==> src/rtl/node_mem_ctrl.sv <==
// node_mem_ctrl: requester side of the dual-port BDD node SRAM.
//   Port A: sequential node allocation (write), returns the assigned index.
//   Port B: read requests with a 2-entry fall-through response FIFO,
//           write-to-read forwarding and out-of-range flagging.
// Optional build macro: NODE_MEM_STATS_EN adds saturating 16-bit counters
//   stat_reads_o, stat_stalls_o and stat_errs_o.
module node_mem_ctrl #(
    parameter int ADDR_WIDTH = 8,
    parameter int DATA_WIDTH = 34,
    parameter int DEPTH      = 8
) (
    input  logic                  clk_i,
    input  logic                  rst_n_i,
    input  logic                  clr_i,
    input  logic                  alloc_valid_i,
    output logic                  alloc_ready_o,
    input  logic [DATA_WIDTH-1:0] alloc_data_i,
    output logic                  alloc_done_o,
    output logic [ADDR_WIDTH-1:0] alloc_addr_o,
    output logic                  full_o,
    input  logic                  rd_req_valid_i,
    output logic                  rd_req_ready_o,
    input  logic [ADDR_WIDTH-1:0] rd_req_addr_i,
    output logic                  rd_rsp_valid_o,
    input  logic                  rd_rsp_ready_i,
    output logic [DATA_WIDTH-1:0] rd_rsp_data_o,
    output logic                  rd_rsp_err_o,
    output logic                  mem_we_a_o,
    output logic [ADDR_WIDTH-1:0] mem_addr_a_o,
    output logic [DATA_WIDTH-1:0] mem_data_a_o,
    output logic [ADDR_WIDTH-1:0] mem_addr_b_o,
    input  logic [DATA_WIDTH-1:0] mem_q_b_i
`ifdef NODE_MEM_STATS_EN
    ,
    output logic [15:0]           stat_reads_o,
    output logic [15:0]           stat_stalls_o,
    output logic [15:0]           stat_errs_o
`endif
);

    // The pointer needs one extra bit so that DEPTH == 2^ADDR_WIDTH is representable.
    localparam int                PTR_W   = ADDR_WIDTH + 1;
    localparam logic [PTR_W-1:0]  DEPTH_C = PTR_W'(DEPTH);

    // Allocation state
    logic [PTR_W-1:0]      alloc_ptr_q, alloc_ptr_d;
    logic                  clr_pend_q, clr_pend_d;
    logic                  alloc_done_q;
    logic [ADDR_WIDTH-1:0] alloc_addr_q, alloc_addr_d;

    // In-flight read (SRAM has one cycle of read latency)
    logic                  inflight_q;
    logic                  if_fwd_q, if_fwd_d;
    logic                  if_err_q, if_err_d;
    logic [DATA_WIDTH-1:0] if_fwd_data_q, if_fwd_data_d;

    // Response FIFO, entries hold {err, data}
    logic [DATA_WIDTH:0]   fifo_q [2];
    logic                  fifo_wr_q, fifo_wr_d;
    logic                  fifo_rd_q, fifo_rd_d;
    logic [1:0]            fifo_cnt_q, fifo_cnt_d;

    // Combinational handshake terms
    logic                  alloc_acc;
    logic                  rd_acc;
    logic                  fwd_hit;
    logic                  req_err;
    logic [DATA_WIDTH-1:0] in_data;
    logic                  in_err;
    logic                  head_valid;
    logic [DATA_WIDTH-1:0] head_data;
    logic                  head_err;
    logic                  pop;
    logic                  push;
    logic                  fifo_pop;
    logic [2:0]            occ;

    assign full_o        = (alloc_ptr_q == DEPTH_C);
    assign alloc_ready_o = !full_o && !clr_i;
    assign alloc_done_o  = alloc_done_q;
    assign alloc_addr_o  = alloc_addr_q;

    assign mem_we_a_o    = alloc_acc;
    assign mem_addr_a_o  = alloc_ptr_q[ADDR_WIDTH-1:0];
    assign mem_data_a_o  = alloc_data_i;
    assign mem_addr_b_o  = rd_req_addr_i;

    assign rd_rsp_valid_o = head_valid;
    assign rd_rsp_data_o  = head_valid ? head_data : '0;
    assign rd_rsp_err_o   = head_valid && head_err;

    // Handshakes, forwarding/error classification and FIFO head selection
    always_comb begin
        alloc_acc = alloc_valid_i && alloc_ready_o;

        // The in-flight result enters the FIFO as it arrives; when the FIFO is
        // empty it falls straight through to the head for one-cycle latency.
        in_err  = if_err_q;
        in_data = '0;
        if (!if_err_q) begin
            in_data = if_fwd_q ? if_fwd_data_q : mem_q_b_i;
        end

        head_valid = 1'b0;
        head_err   = 1'b0;
        head_data  = '0;
        if (fifo_cnt_q != 2'd0) begin
            head_valid = 1'b1;
            {head_err, head_data} = fifo_q[fifo_rd_q];
        end else if (inflight_q) begin
            head_valid = 1'b1;
            head_err   = in_err;
            head_data  = in_data;
        end

        pop      = head_valid && rd_rsp_ready_i;
        fifo_pop = pop && (fifo_cnt_q != 2'd0);
        push     = inflight_q && !((fifo_cnt_q == 2'd0) && pop);

        // Credit: in-flight plus stored responses may never exceed two,
        // counting a pop that happens in the same cycle.
        occ            = 3'(inflight_q) + 3'(fifo_cnt_q);
        rd_req_ready_o = !clr_i && (occ < (3'd2 + 3'(pop)));
        rd_acc         = rd_req_valid_i && rd_req_ready_o;

        // SRAM returns stale data for a same-cycle write/read of one address.
        fwd_hit = rd_acc && alloc_acc && (rd_req_addr_i == alloc_ptr_q[ADDR_WIDTH-1:0]);
        req_err = !fwd_hit && ({1'b0, rd_req_addr_i} >= alloc_ptr_q);
    end

    // Next-state for allocation pointer, pending clear and done report
    always_comb begin
        alloc_ptr_d  = alloc_ptr_q;
        clr_pend_d   = clr_pend_q;
        alloc_addr_d = alloc_addr_q;
        if (alloc_acc) begin
            alloc_addr_d = alloc_ptr_q[ADDR_WIDTH-1:0];
        end
        // A clear waits for the in-flight read so its error verdict stays valid.
        if (clr_i || clr_pend_q) begin
            if (!inflight_q) begin
                alloc_ptr_d = '0;
                clr_pend_d  = 1'b0;
            end else begin
                clr_pend_d  = 1'b1;
            end
        end else if (alloc_acc) begin
            alloc_ptr_d = alloc_ptr_q + PTR_W'(1);
        end
    end

    // Next-state for the in-flight capture and FIFO pointers
    always_comb begin
        if_fwd_d      = if_fwd_q;
        if_err_d      = if_err_q;
        if_fwd_data_d = if_fwd_data_q;
        if (rd_acc) begin
            if_fwd_d      = fwd_hit;
            if_err_d      = req_err;
            if_fwd_data_d = alloc_data_i;
        end

        fifo_wr_d  = push     ? ~fifo_wr_q : fifo_wr_q;
        fifo_rd_d  = fifo_pop ? ~fifo_rd_q : fifo_rd_q;
        fifo_cnt_d = fifo_cnt_q + 2'(push) - 2'(fifo_pop);
    end

    // Allocation registers
    always_ff @(posedge clk_i) begin
        if (!rst_n_i) begin
            alloc_ptr_q  <= '0;
            clr_pend_q   <= 1'b0;
            alloc_done_q <= 1'b0;
            alloc_addr_q <= '0;
        end else begin
            alloc_ptr_q  <= alloc_ptr_d;
            clr_pend_q   <= clr_pend_d;
            alloc_done_q <= alloc_acc;
            alloc_addr_q <= alloc_addr_d;
        end
    end

    // Read pipeline control registers
    always_ff @(posedge clk_i) begin
        if (!rst_n_i) begin
            inflight_q    <= 1'b0;
            if_fwd_q      <= 1'b0;
            if_err_q      <= 1'b0;
            if_fwd_data_q <= '0;
            fifo_wr_q     <= 1'b0;
            fifo_rd_q     <= 1'b0;
            fifo_cnt_q    <= 2'd0;
        end else begin
            inflight_q    <= rd_acc;
            if_fwd_q      <= if_fwd_d;
            if_err_q      <= if_err_d;
            if_fwd_data_q <= if_fwd_data_d;
            fifo_wr_q     <= fifo_wr_d;
            fifo_rd_q     <= fifo_rd_d;
            fifo_cnt_q    <= fifo_cnt_d;
        end
    end

    // FIFO storage; contents are only visible through the count, so no reset
    always_ff @(posedge clk_i) begin
        if (push) begin
            fifo_q[fifo_wr_q] <= {in_err, in_data};
        end
    end

`ifdef NODE_MEM_STATS_EN
    logic [15:0] stat_reads_q;
    logic [15:0] stat_stalls_q;
    logic [15:0] stat_errs_q;

    assign stat_reads_o  = stat_reads_q;
    assign stat_stalls_o = stat_stalls_q;
    assign stat_errs_o   = stat_errs_q;

    // Saturating activity counters
    always_ff @(posedge clk_i) begin
        if (!rst_n_i) begin
            stat_reads_q  <= '0;
            stat_stalls_q <= '0;
            stat_errs_q   <= '0;
        end else begin
            if (rd_acc && (stat_reads_q != '1)) begin
                stat_reads_q <= stat_reads_q + 16'd1;
            end
            if (rd_req_valid_i && !rd_req_ready_o && (stat_stalls_q != '1)) begin
                stat_stalls_q <= stat_stalls_q + 16'd1;
            end
            if (inflight_q && if_err_q && (stat_errs_q != '1)) begin
                stat_errs_q <= stat_errs_q + 16'd1;
            end
        end
    end
`endif

endmodule

==> config.mk <==
export PLATFORM = sky130hd
export DESIGN_NAME = node_mem_ctrl
export DESIGN_NICKNAME = d
export VERILOG_FILES = /design/src/rtl/node_mem_ctrl.sv
export SDC_FILE = /design/constraint.sdc
export NUM_CORES = 1
export LEC_CHECK = 0
export ABC_AREA = 1
export ABC_CLOCK_PERIOD_IN_PS = 2600
export CAP_MARGIN = 25
export CORE_MARGIN = 10
export CORE_UTILIZATION = 45
export CTS_BUF_LIST = sky130_fd_sc_hd__clkbuf_8
export DETAILED_ROUTE_END_ITERATION = 7
export PLACE_DENSITY = 0.88
export SLEW_MARGIN = 40
export SYNTH_ARGS = -nofsm -noshare
export SYNTH_HDL_FRONTEND = slang
export SYNTH_SLANG_ARGS = --single-unit
==> constraint.sdc <==
create_clock -name clk_i -period 2.6 [get_ports clk_i]
set_input_delay 0.26 -clock clk_i [delete_from_list [all_inputs] [get_ports clk_i]]
set_output_delay 0.26 -clock clk_i [all_outputs]
set_load 0.005 [all_outputs]
==> flow_metrics.py, run 1 <==
metrics = {
    "sta": {
        "layout_min_cycle_time_ns": 2.46,
        "hold_viol": 0,
        "max_freq_ghz": 0.406,
        "tightest_slew_ns": 0.620,
        "slew_viol_final": 0,
        "fin_crit_sh_pct": 94.6,
        "slew_headroom_pct": 58.6,
        "setup_viol": 0,
        "whs_ns": 0.423,
        "setup_tns_ns": 0,
        "rsz0062_at_grt": "false",
        "clock_skew_ns": 0.0123,
    },
    "synth": {
        "synth_mux_area_share_pct": 0,
        "netlist_area_um2": 6420,
        "ys_seq_elements": 131,
        "synthXorXnorAreaFrac_pct": 0.546,
        "synth-edff-count": 70,
        "yosysTopAreaCell": "edfxtp_1",
        "synthAdderAreaFrac_pct": 2.73,
        "avgSynthCellArea_um2": 8.55,
        "synth_common_cells": "nand2_1, a21oi_1, o21ai_0, edfxtp_1, dfxtp_1",
        "netlist_instances": 750,
        "yosysUniqueCellTypes": 29,
        "seq_area_frac_synth_pct": 51.8,
        "synth_most_common_cell": "nand2_1",
        "synth-simple-area-share_pct": 19.7,
        "synth_compound_area_share_pct": 13.9,
        "synth_area_leaders": "edfxtp_1, dfxtp_1, nand2_1",
        "synth_flop_cell": "edfxtp_1",
        "synthArstFlopShare_pct": 0,
        "yosysTopAreaCellShare_pct": 32.8,
        "syn_nets": 846,
        "yosys_warnings": 0,
        "synth_top_family_by_area": "simple AND/OR/NAND/NOR gates",
    },
    "drt": {
        "avgRoutedWirePerCell_um": 17.3,
        "drt_iter0_drc": 515,
        "drtPass1Iterations": 5,
        "viasPerCell": 5.25,
        "ant_nets": 0,
        "routed_wl_um": 18400,
        "num_vias": 5593,
        "route.detailed.drc": 0,
    },
    "clock_network": {
        "insertion_delay_ns": 0.41,
        "numCtsBuffers": 17,
        "cts.path.max_buffers": 2,
        "htreeDepth": 4,
        "path_clk_slew_ns": 0.07,
        "hold_buffers": 0,
        "cts_tree": "done",
        "root_buffer": "clkbuf_8",
        "cts_sinks": 131,
    },
    "setup_path": {
        "worst_ep_arrival_time_ns": 2.20,
        "path_max_fanout": 12,
        "slowest_delay_ns": 0.55,
        "rrSetupSlack_ns": 0.62,
        "crit_type": "reg2out",
        "critPathSlowestCell": "clkdlybuf4s50_1",
        "start_kind": "flip-flop",
        "cp.depth": 6,
        "critical_path_buf_inv_count": 2,
        "crit_path_end_kind": "primary output",
        "reg2reg_depth": 7,
        "critPathRequiredTime_ns": 2.34,
        "crit_family": "buffers and inverters",
        "crit_path_cell_trace": "buf_4 > nand2_1 > a21oi_1 > nand3_1 > o21ai_0 > clkdlybuf4s50_1",
    },
    "placed_design": {
        "gp_congestion": 0.896,
        "dpl.hpwl_um": 13400,
        "io_buffers": 180,
    },
    "power_and_ir_drop": {
        "cellPowerDensity_nw_per_um2": 709,
        "p_leak_nw": 3.09,
        "peakVddDrop_mv": 0.553,
    },
    "grt": {
        "grt_pass1_vias": 5532,
        "grt_first_pass_wirelength_um": 29300,
        "grt_max_degree": 39,
        "grt_remaining_overflow": 0,
        "antenna_found_initial": 1,
        "grt.total_usage_pct": 18.4,
    },
    "die": {
        "dieArea_um2": 19400,
        "pin_count": 181,
        "die_w_um": 139,
        "fp.dieH_um": 139,
        "start_util_pct": 46.0,
        "row_count": 43,
        "fp.coreArea_um2": 13900,
    },
    "outcome": {
        "status": "finished clean",
    },
    "hold_path": {
        "hold-path-cell-count": 3,
        "hold_class": "in2reg",
    },
    "finish": {
        "fin_nets": 968,
        "drive_above_1_share_pct": 8.25,
        "syn_to_final_growth_pct": 31.8,
        "fill_cells": 1164,
    },
    "run": {
        "drv_cap": 0,
    },
}
## metal layers
layer  track usage (%)  vias up  routed length (um)
met5                 0        -                   0
met4              5.33        0                 313
met3              6.67       22                1930
met2              30.7      287                9210
met1              21.8     2566                6960
li1                  -     2718                   -
## registers in the layout (all words and copies together) (netlist names), named ones only
name,cells
if_fwd_data_q,34
fifo_cnt_q,2
alloc_ptr_q,9
clr_pend_q,1
alloc_addr_o,8
inflight_q,1
if_err_q,1
fifo_q,70
fifo_rd_q,1
if_fwd_q,1
fifo_wr_q,1
alloc_done_o,1
## where the power goes
part	internal [W]	total [W]	switching (W)
Combinational	0.000926	0.00195	0.00102
Clock	0.000924	0.00165	0.000728
Sequential	0.00233	0.00240	0.0000668
## stage by stage
step	util (%)	cells	setup WS (ns)	total power, W	instance area (um2)
after floorplan	-	750	0.436	0.00333	6420
after global placement	57.7	1033	0.357	0.00436	8040
after detailed placement	57.7	1033	0.296	0.00439	8040
after CTS	60.5	1065	0.0211	0.00604	8440
after global routing	60.7	1065	0.00829	0.00632	8460
final	60.7	1066	0.139	0.00600	8460
## logic make-up after synthesis
family | Yosys count
adders and majority gates | 14
xor gates and xnor gates | 4
DFF | 131
and+or+nand+nor | 297
AOI/OAI and AO/OA | 178
buffers and inverters | 126
## timing repair
action | 4_1_cts | 5_1_grt
setup endpoints to repair | 14 | 6
setup buffers | 0 | 0
resized for setup | 3 | 7
## worst min-delay path, stage by stage
cell and delay (ns):
clkdlybuf4s50_1 0.41, nand2_1 0.07, a21oi_1 0.05
## layout by cell type (no fill, tap or decap), drive strengths merged
cell / synthesis / final
clkinvlp: 0 / 3
nand2: 181 / 181
ha: 14 / 14
buf: 78 / 16
bufinv: 0 / 3
xor2: 4 / 4
inv: 31 / 35
clkdlybuf4s50: 0 / 180
clkinv: 2 / 7
o21ai: 83 / 83
nor2: 63 / 63
or2: 1 / 1
diode: 0 / 1
nor3: 4 / 4
clkbuf: 15 / 17
nand3: 46 / 46
a31oi: 1 / 1
dfxtp: 61 / 61
a21oi: 94 / 94
edfxtp: 70 / 70
nand4: 2 / 2
## cell type report
cell class	instances	area, um2	share of cell area (%)
Inverter	33	130	1.54
Tap cell	180	225	2.66
Sequential cell	131	3330	39.3
Clock buffer	17	234	2.77
Multi-Input combinational cell	493	2400	28.4
Antenna cell	1	2.50	0.0296
Clock inverter	15	153	1.80
Timing Repair Buffer	196	1990	23.5
## final timing paths
kind,start,end
max reg2reg,inflight_q,if_fwd_data_q[16]
min,alloc_data_i[32],if_fwd_data_q[32]
min reg2reg,fifo_rd_q,fifo_rd_q
max,if_fwd_q,rd_rsp_data_o[10]
(Power assumes the default switching activity.)
==> run 2, diff against run 1 <==
--- a/config.mk
+++ b/config.mk
@@ -6,12 +6,13 @@
 export NUM_CORES = 1
 export LEC_CHECK = 0
 export ABC_AREA = 1
-export ABC_CLOCK_PERIOD_IN_PS = 2600
+export ABC_CLOCK_PERIOD_IN_PS = 2009
 export CAP_MARGIN = 25
 export CORE_MARGIN = 10
 export CORE_UTILIZATION = 45
 export CTS_BUF_LIST = sky130_fd_sc_hd__clkbuf_8
 export DETAILED_ROUTE_END_ITERATION = 7
+export GPL_ROUTABILITY_DRIVEN = 1
 export PLACE_DENSITY = 0.88
 export SLEW_MARGIN = 40
 export SYNTH_ARGS = -nofsm -noshare
==> constraint.sdc (replaced) <==
create_clock -name clk_i -period 2.01 [get_ports clk_i]
set_input_delay 0.201 -clock clk_i [delete_from_list [all_inputs] [get_ports clk_i]]
set_output_delay 0.201 -clock clk_i [all_outputs]
set_load 0.005 [all_outputs]
==> flow_metrics.py, run 2 (synthesis results as in run 1) <==
metrics = {
    "drt": {
        "avgRoutedWirePerCell_um": 19.1,
        "viasPerCell": 5.44,
        "drtPass1Iterations": 5,
        "ant_nets": 0,
        "route.detailed.drc": 0,
        "routed_wl_um": 21500,
        "num_vias": 6114,
        "drt_iter0_drc": 535,
    },
    "setup_path": {
        "critical_path_buf_inv_count": 5,
        "rrSetupSlack_ns": 0.19,
        "cp-startpoint": "if_fwd_q",
        "path_max_fanout": 5,
        "crit_type": "reg2out",
        "endpoint": "rd_rsp_data_o[2]",
        "crit_path_end_kind": "primary output",
        "cp.depth": 9,
        "crit_path_cell_trace": "inv_8 > buf_16 > buf_12 > buf_8 > nand2_4 > a21oi_2 > nand3_1 > o21ai_1 > buf_2",
        "critPathRequiredTime_ns": 1.81,
        "start_kind": "flip-flop",
        "timing.rr.end": "fifo_cnt_q[1]",
        "crit_family": "buffers and inverters",
        "critPathSlowestCell": "dfxtp_4",
        "regToRegStartpoint": "fifo_cnt_q[0]",
        "worst_ep_arrival_time_ns": 1.85,
        "slowest_delay_ns": 0.38,
        "reg2reg_depth": 10,
    },
    "finish": {
        "mostFrequentLayoutCells": "nand2_1, clkdlybuf4s50_1, edfxtp_1",
        "fill_cells": 1012,
        "fin_nets": 1026,
        "antenna_cells": 0,
        "drive_above_1_share_pct": 22.4,
        "layout_commonest_cell": "nand2_1",
        "largest_reg_flops": 70,
        "top_regs": "fifo_q (70), if_fwd_data_q (34), alloc_ptr_q (9)",
        "design_area_um2": 9260,
        "multiInputGateArea_um2": 2600,
        "finalNonFillerCells": 1123,
        "regArea_um2": 3340,
        "syn_to_final_growth_pct": 44.3,
        "regMostFlops": "fifo_q",
    },
    "die": {
        "fp.dieH_um": 139,
        "dieArea_um2": 19400,
        "start_util_pct": 46.0,
        "fp.coreArea_um2": 13900,
        "row_count": 43,
        "pin_count": 181,
        "die_w_um": 139,
    },
    "clock_network": {
        "numCtsBuffers": 17,
        "hold_buffers": 0,
        "path_clk_slew_ns": 0.07,
        "insertion_delay_ns": 0.43,
        "htreeDepth": 4,
        "cts.path.max_buffers": 2,
        "cts_sinks": 131,
        "root_buffer": "clkbuf_8",
        "cts_tree": "done",
    },
    "sta": {
        "hold_viol": 0,
        "setup_viol": 1,
        "slew_viol_final": 0,
        "max_freq_ghz": 0.487,
        "slew_headroom_pct": 79.2,
        "clock_skew_ns": 0.00887,
        "rsz0062_at_grt": "true",
        "layout_min_cycle_time_ns": 2.05,
        "tightest_slew_ns": 0.312,
        "fin_crit_sh_pct": 102,
        "setup_ws_ns": -0.0434,
    },
    "grt": {
        "grt_remaining_overflow": 0,
        "grt_pass1_vias": 6017,
        "grt_max_degree": 45,
        "antenna_found_initial": 1,
        "grt.total_usage_pct": 20.4,
        "grt_first_pass_wirelength_um": 32300,
    },
    "power_and_ir_drop": {
        "peakVddDrop_mv": 0.517,
        "cellPowerDensity_nw_per_um2": 914,
        "p_leak_nw": 3.56,
    },
    "placed_design": {
        "dpl.hpwl_um": 13900,
        "gp_congestion": 0.894,
        "dpl.cell_count": 1053,
        "dpl_cell_area_um2": 8270,
        "io_buffers": 180,
    },
    "run": {
        "drv_cap": 0,
    },
    "outcome": {
        "violations": "setup timing",
        "status": "complete, but fails checks",
    },
    "hold_path": {
        "hold_class": "in2reg",
    },
}
run 2: cell count changes in the layout (fill, tap and decap cells not counted), moves of 7 or more:
cell	previous run	this run
o21ai_0	80	67
inv_1	30	23
buf_12	5	14
a21oi_1	89	60
buf_4	10	51
clkbuf_2	0	16
a21oi_2	5	30
clkdlybuf4s15_1	0	8
o21ai_1	3	12
clkdlybuf4s50_1	180	141
buf_2	0	10
run 2: power by group:
| group | switching [W] | leakage (nW) | internal (W) |
|---|---|---|---|
| clock | 0.00105 | 0.219 | 0.00147 |
| sequential | 0.000102 | 1.14 | 0.00302 |
| combinational | 0.00156 | 2.21 | 0.00127 |
| total | 0.00271 | 3.56 | 0.00575 |
run 2: worst min path at each step:
stage,start,endpoint,slack (ns),cells after the start
2_1_floorplan,rst_n_i,alloc_addr_o[7],0.34,2
3_3_place_gp,fifo_rd_q,fifo_rd_q,0.43,1
5_1_grt,alloc_data_i[11],if_fwd_data_q[11],0.35,3
6_report,alloc_data_i[12],if_fwd_data_q[12],0.36,3
4_1_cts,alloc_data_i[11],if_fwd_data_q[11],0.34,3
3_5_place_dp,fifo_rd_q,fifo_rd_q,0.45,1
run 2: through the flow:
step | setup WS (ns) | util (%) | TNS, ns | power (W) | hold WS, ns
5_1_grt | -0.129 | 66.4 | -0.301 | 0.00885 | 0.349
4_1_cts | -0.210 | 64.4 | -0.389 | 0.00824 | 0.344
6_report | -0.0434 | 66.4 | -0.0434 | 0.00846 | 0.358
3_5_place_dp | 0.0121 | 59.3 | 0 | 0.00580 | 0.446
2_1_floorplan | -0.154 | - | -10.16 | 0.00431 | 0.339
3_3_place_gp | 0.0565 | 59.3 | 0 | 0.00576 | 0.433
run 2: worst min-delay path, delay by kind of cell:
family | cells | cell delay [ns]
compound gates | 1 | 0.05
simple gates | 1 | 0.07
buf+inv | 1 | 0.42
run 2: metal layers:
layer	GRT usage (%)	up-vias	share of wire [%]
met1	23.7	2860	37
li1	-	2839	-
met5	0	-	0
met4	9.01	0	3.9
met2	34.2	347	50
met3	5.85	68	9.6
run 2: timing repair:
| action | CTS | global route |
|---|---|---|
| gates cloned | 3 | 1 |
| pin swaps | 12 | 31 |
| setup buffers | 12 | 22 |
| resized for setup | 112 | 101 |
| setup endpoints to repair | 39 | 36 |
run 2: area by class of cell:
cell class,count,area share [%]
clock buffers,17,2.53
clock inverters,15,2.31
inverters,33,1.50
multi-input cells,493,28.1
flip-flops and latches,131,36.0
well taps,180,2.43
repair buffers,254,27.1
==> run 3, diff against run 2 <==
--- a/config.mk
+++ b/config.mk
@@ -9,11 +9,10 @@
 export ABC_CLOCK_PERIOD_IN_PS = 2009
 export CAP_MARGIN = 25
 export CORE_MARGIN = 10
-export CORE_UTILIZATION = 45
+export CORE_UTILIZATION = 25
 export CTS_BUF_LIST = sky130_fd_sc_hd__clkbuf_8
 export DETAILED_ROUTE_END_ITERATION = 7
-export GPL_ROUTABILITY_DRIVEN = 1
-export PLACE_DENSITY = 0.88
+export PLACE_DENSITY = 0.58
 export SLEW_MARGIN = 40
 export SYNTH_ARGS = -nofsm -noshare
 export SYNTH_HDL_FRONTEND = slang
==> flow_metrics.py, run 3 (synthesis results as in run 1) <==
metrics = {
    "clock_network": {
        "cts.path.max_buffers": 2,
        "htreeDepth": 4,
        "insertion_delay_ns": 0.44,
        "cts_tree": "done",
        "hold_buffers": 0,
        "path_clk_slew_ns": 0.08,
        "root_buffer": "clkbuf_8",
        "numCtsBuffers": 17,
        "cts_sinks": 131,
    },
    "grt": {
        "grt_remaining_overflow": 0,
        "grt_max_degree": 36,
        "grt_pass1_vias": 5859,
        "grt.total_usage_pct": 13.1,
        "antenna_found_initial": 1,
        "grt_first_pass_wirelength_um": 34000,
    },
    "placed_design": {
        "gp_congestion": 0.826,
        "dpl_cell_area_um2": 8440,
        "io_buffers": 180,
        "dpl.hpwl_um": 15500,
        "dpl.cell_count": 1203,
    },
    "sta": {
        "fin_crit_sh_pct": 95.9,
        "max_freq_ghz": 0.519,
        "slew_viol_final": 0,
        "clock_skew_ns": 0.0154,
        "tightest_slew_ns": 0.316,
        "layout_min_cycle_time_ns": 1.93,
        "setup_viol": 0,
        "hold_viol": 0,
        "rsz0062_at_grt": "true",
        "slew_headroom_pct": 78.9,
    },
    "die": {
        "start_util_pct": 25.4,
        "fp.coreArea_um2": 25300,
        "row_count": 58,
        "dieArea_um2": 32500,
        "die_w_um": 180,
        "fp.dieH_um": 180,
        "pin_count": 181,
    },
    "finish": {
        "antenna_cells": 0,
        "mostFrequentLayoutCells": "nand2_1, clkdlybuf4s50_1, edfxtp_1",
        "fill_cells": 2591,
        "design_area_um2": 9220,
        "largest_reg_flops": 70,
        "drive_above_1_share_pct": 22.5,
        "finalNonFillerCells": 1264,
        "multiInputGateArea_um2": 2630,
        "regMostFlops": "fifo_q",
        "regArea_um2": 3330,
        "layout_commonest_cell": "nand2_1",
        "fin_nets": 1017,
        "top_regs": "fifo_q (70), if_fwd_data_q (34), alloc_ptr_q (9)",
        "syn_to_final_growth_pct": 43.7,
    },
    "drt": {
        "num_vias": 5654,
        "ant_nets": 0,
        "drt_iter0_drc": 333,
        "viasPerCell": 4.47,
        "routed_wl_um": 21700,
        "route.detailed.drc": 0,
        "avgRoutedWirePerCell_um": 17.1,
        "drtPass1Iterations": 5,
    },
    "outcome": {
        "status": "finished clean",
    },
    "setup_path": {
        "crit_path_cell_trace": "inv_8 > buf_12 > buf_6 > buf_6 > nand2_4 > a21oi_4 > nand3_2 > o21ai_1 > buf_2",
        "crit_path_end_kind": "primary output",
        "crit_top_cell": "buf_6",
        "critPathRequiredTime_ns": 1.81,
        "timing.rr.end": "fifo_cnt_q[1]",
        "worst_ep_arrival_time_ns": 1.73,
        "rrSetupSlack_ns": 0.15,
        "critPathSlowestCell": "dfxtp_4",
        "start_kind": "flip-flop",
        "crit_type": "reg2out",
        "path_max_fanout": 5,
        "slowest_delay_ns": 0.38,
        "reg2reg_depth": 10,
        "crit_family": "buffers and inverters",
        "critical_path_buf_inv_count": 5,
        "regToRegStartpoint": "fifo_cnt_q[1]",
    },
    "power_and_ir_drop": {
        "cellPowerDensity_nw_per_um2": 874,
        "peakVddDrop_mv": 0.550,
        "p_leak_nw": 3.48,
        "finalPower_w": 0.00806,
    },
    "run": {
        "drv_cap": 0,
    },
    "hold_path": {
        "whs_endpoint": "if_fwd_data_q[30]",
        "hold-path-cell-count": 3,
        "hold_class": "in2reg",
        "hp-start": "alloc_data_i[30]",
    },
}
[run 3: changes by cell type in the layout (fill, tap and decap cells not counted), sizes merged]
cell	before	now
buf	83	79
bufinv	5	2
clkbuf	34	38
clkdlybuf4s15	8	2
clkdlybuf4s50	141	140
clkinv	7	4
clkinvlp	3	2
dlygate4sd2	4	2
inv	33	40
[run 3: worst reg2reg max path: stages, from the launching register on]
cell and delay (ns):
dfxtp_2 0.38, nor2_4 0.07, buf_6 0.15, a21oi_1 0.20
inv_1 0.09, ha_1 0.29, inv_1 0.05, ha_1 0.14
xor2_1 0.20, o21ai_0 0.10, a21oi_1 0.12
[run 3: worst max-delay path by stage]
| stage | startpoint | end | slack (ns) | cells after the start |
|---|---|---|---|---|
| 2_1_floorplan | fifo_cnt_q[1] | fifo_q[1][0] | -0.15 | 5 |
| 3_3_place_gp | mem_q_b_i[15] | rd_rsp_data_o[15] | -0.002 | 6 |
| 3_5_place_dp | mem_q_b_i[15] | rd_rsp_data_o[15] | -0.009 | 6 |
| 4_1_cts | if_fwd_q | rd_rsp_data_o[31] | -0.26 | 6 |
| 5_1_grt | if_fwd_q | rd_rsp_data_o[24] | -0.05 | 9 |
| 6_report | if_fwd_q | rd_rsp_data_o[24] | 0.08 | 9 |
[run 3: area by class of cell]
class | count | share of cell area (%)
clock buffers | 17 | 2.54
clock inverters | 15 | 1.83
inverters | 33 | 1.48
multi-input cells | 493 | 28.5
flip-flops and latches | 131 | 36.1
well taps | 330 | 4.48
repair buffers | 245 | 25.0
[run 3: power breakdown]
| part | total (W) | switching (W) | internal, W |
|---|---|---|---|
| sequential | 0.00311 | 0.0000983 | 0.00301 |
| combinational | 0.00263 | 0.00149 | 0.00115 |
| clock | 0.00231 | 0.00118 | 0.00114 |
| total | 0.00806 | 0.00276 | 0.00530 |
[run 3: timing repair]
action,in CTS,in global routing
pin swaps,21,29
resized for setup,149,76
endpoints found under the setup margin,39,39
setup buffers,12,15
cloned,1,1
[run 3: layer usage]
| metal | track usage (%) | vias to the layer above | wire [um] |
|---|---|---|---|
| li1 | - | 2833 | - |
| met1 | 16.0 | 2663 | 9710 |
| met2 | 21.8 | 145 | 10500 |
| met3 | 3.51 | 13 | 1250 |
| met4 | 4.04 | 0 | 248 |
| met5 | 0 | - | 0 |
[run 3: per-stage QoR]
step	setup TNS [ns]	hold WS (ns)	setup slack (ns)	utilization [%]
2_1_floorplan	-10.16	0.339	-0.154	-
3_5_place_dp	-0.0226	0.447	-0.00899	33.4
5_1_grt	-0.120	0.338	-0.0542	36.5
3_3_place_gp	-0.00182	0.435	-0.00182	33.4
6_report	0	0.344	0.0831	36.5
4_1_cts	-0.581	0.314	-0.264	36.0
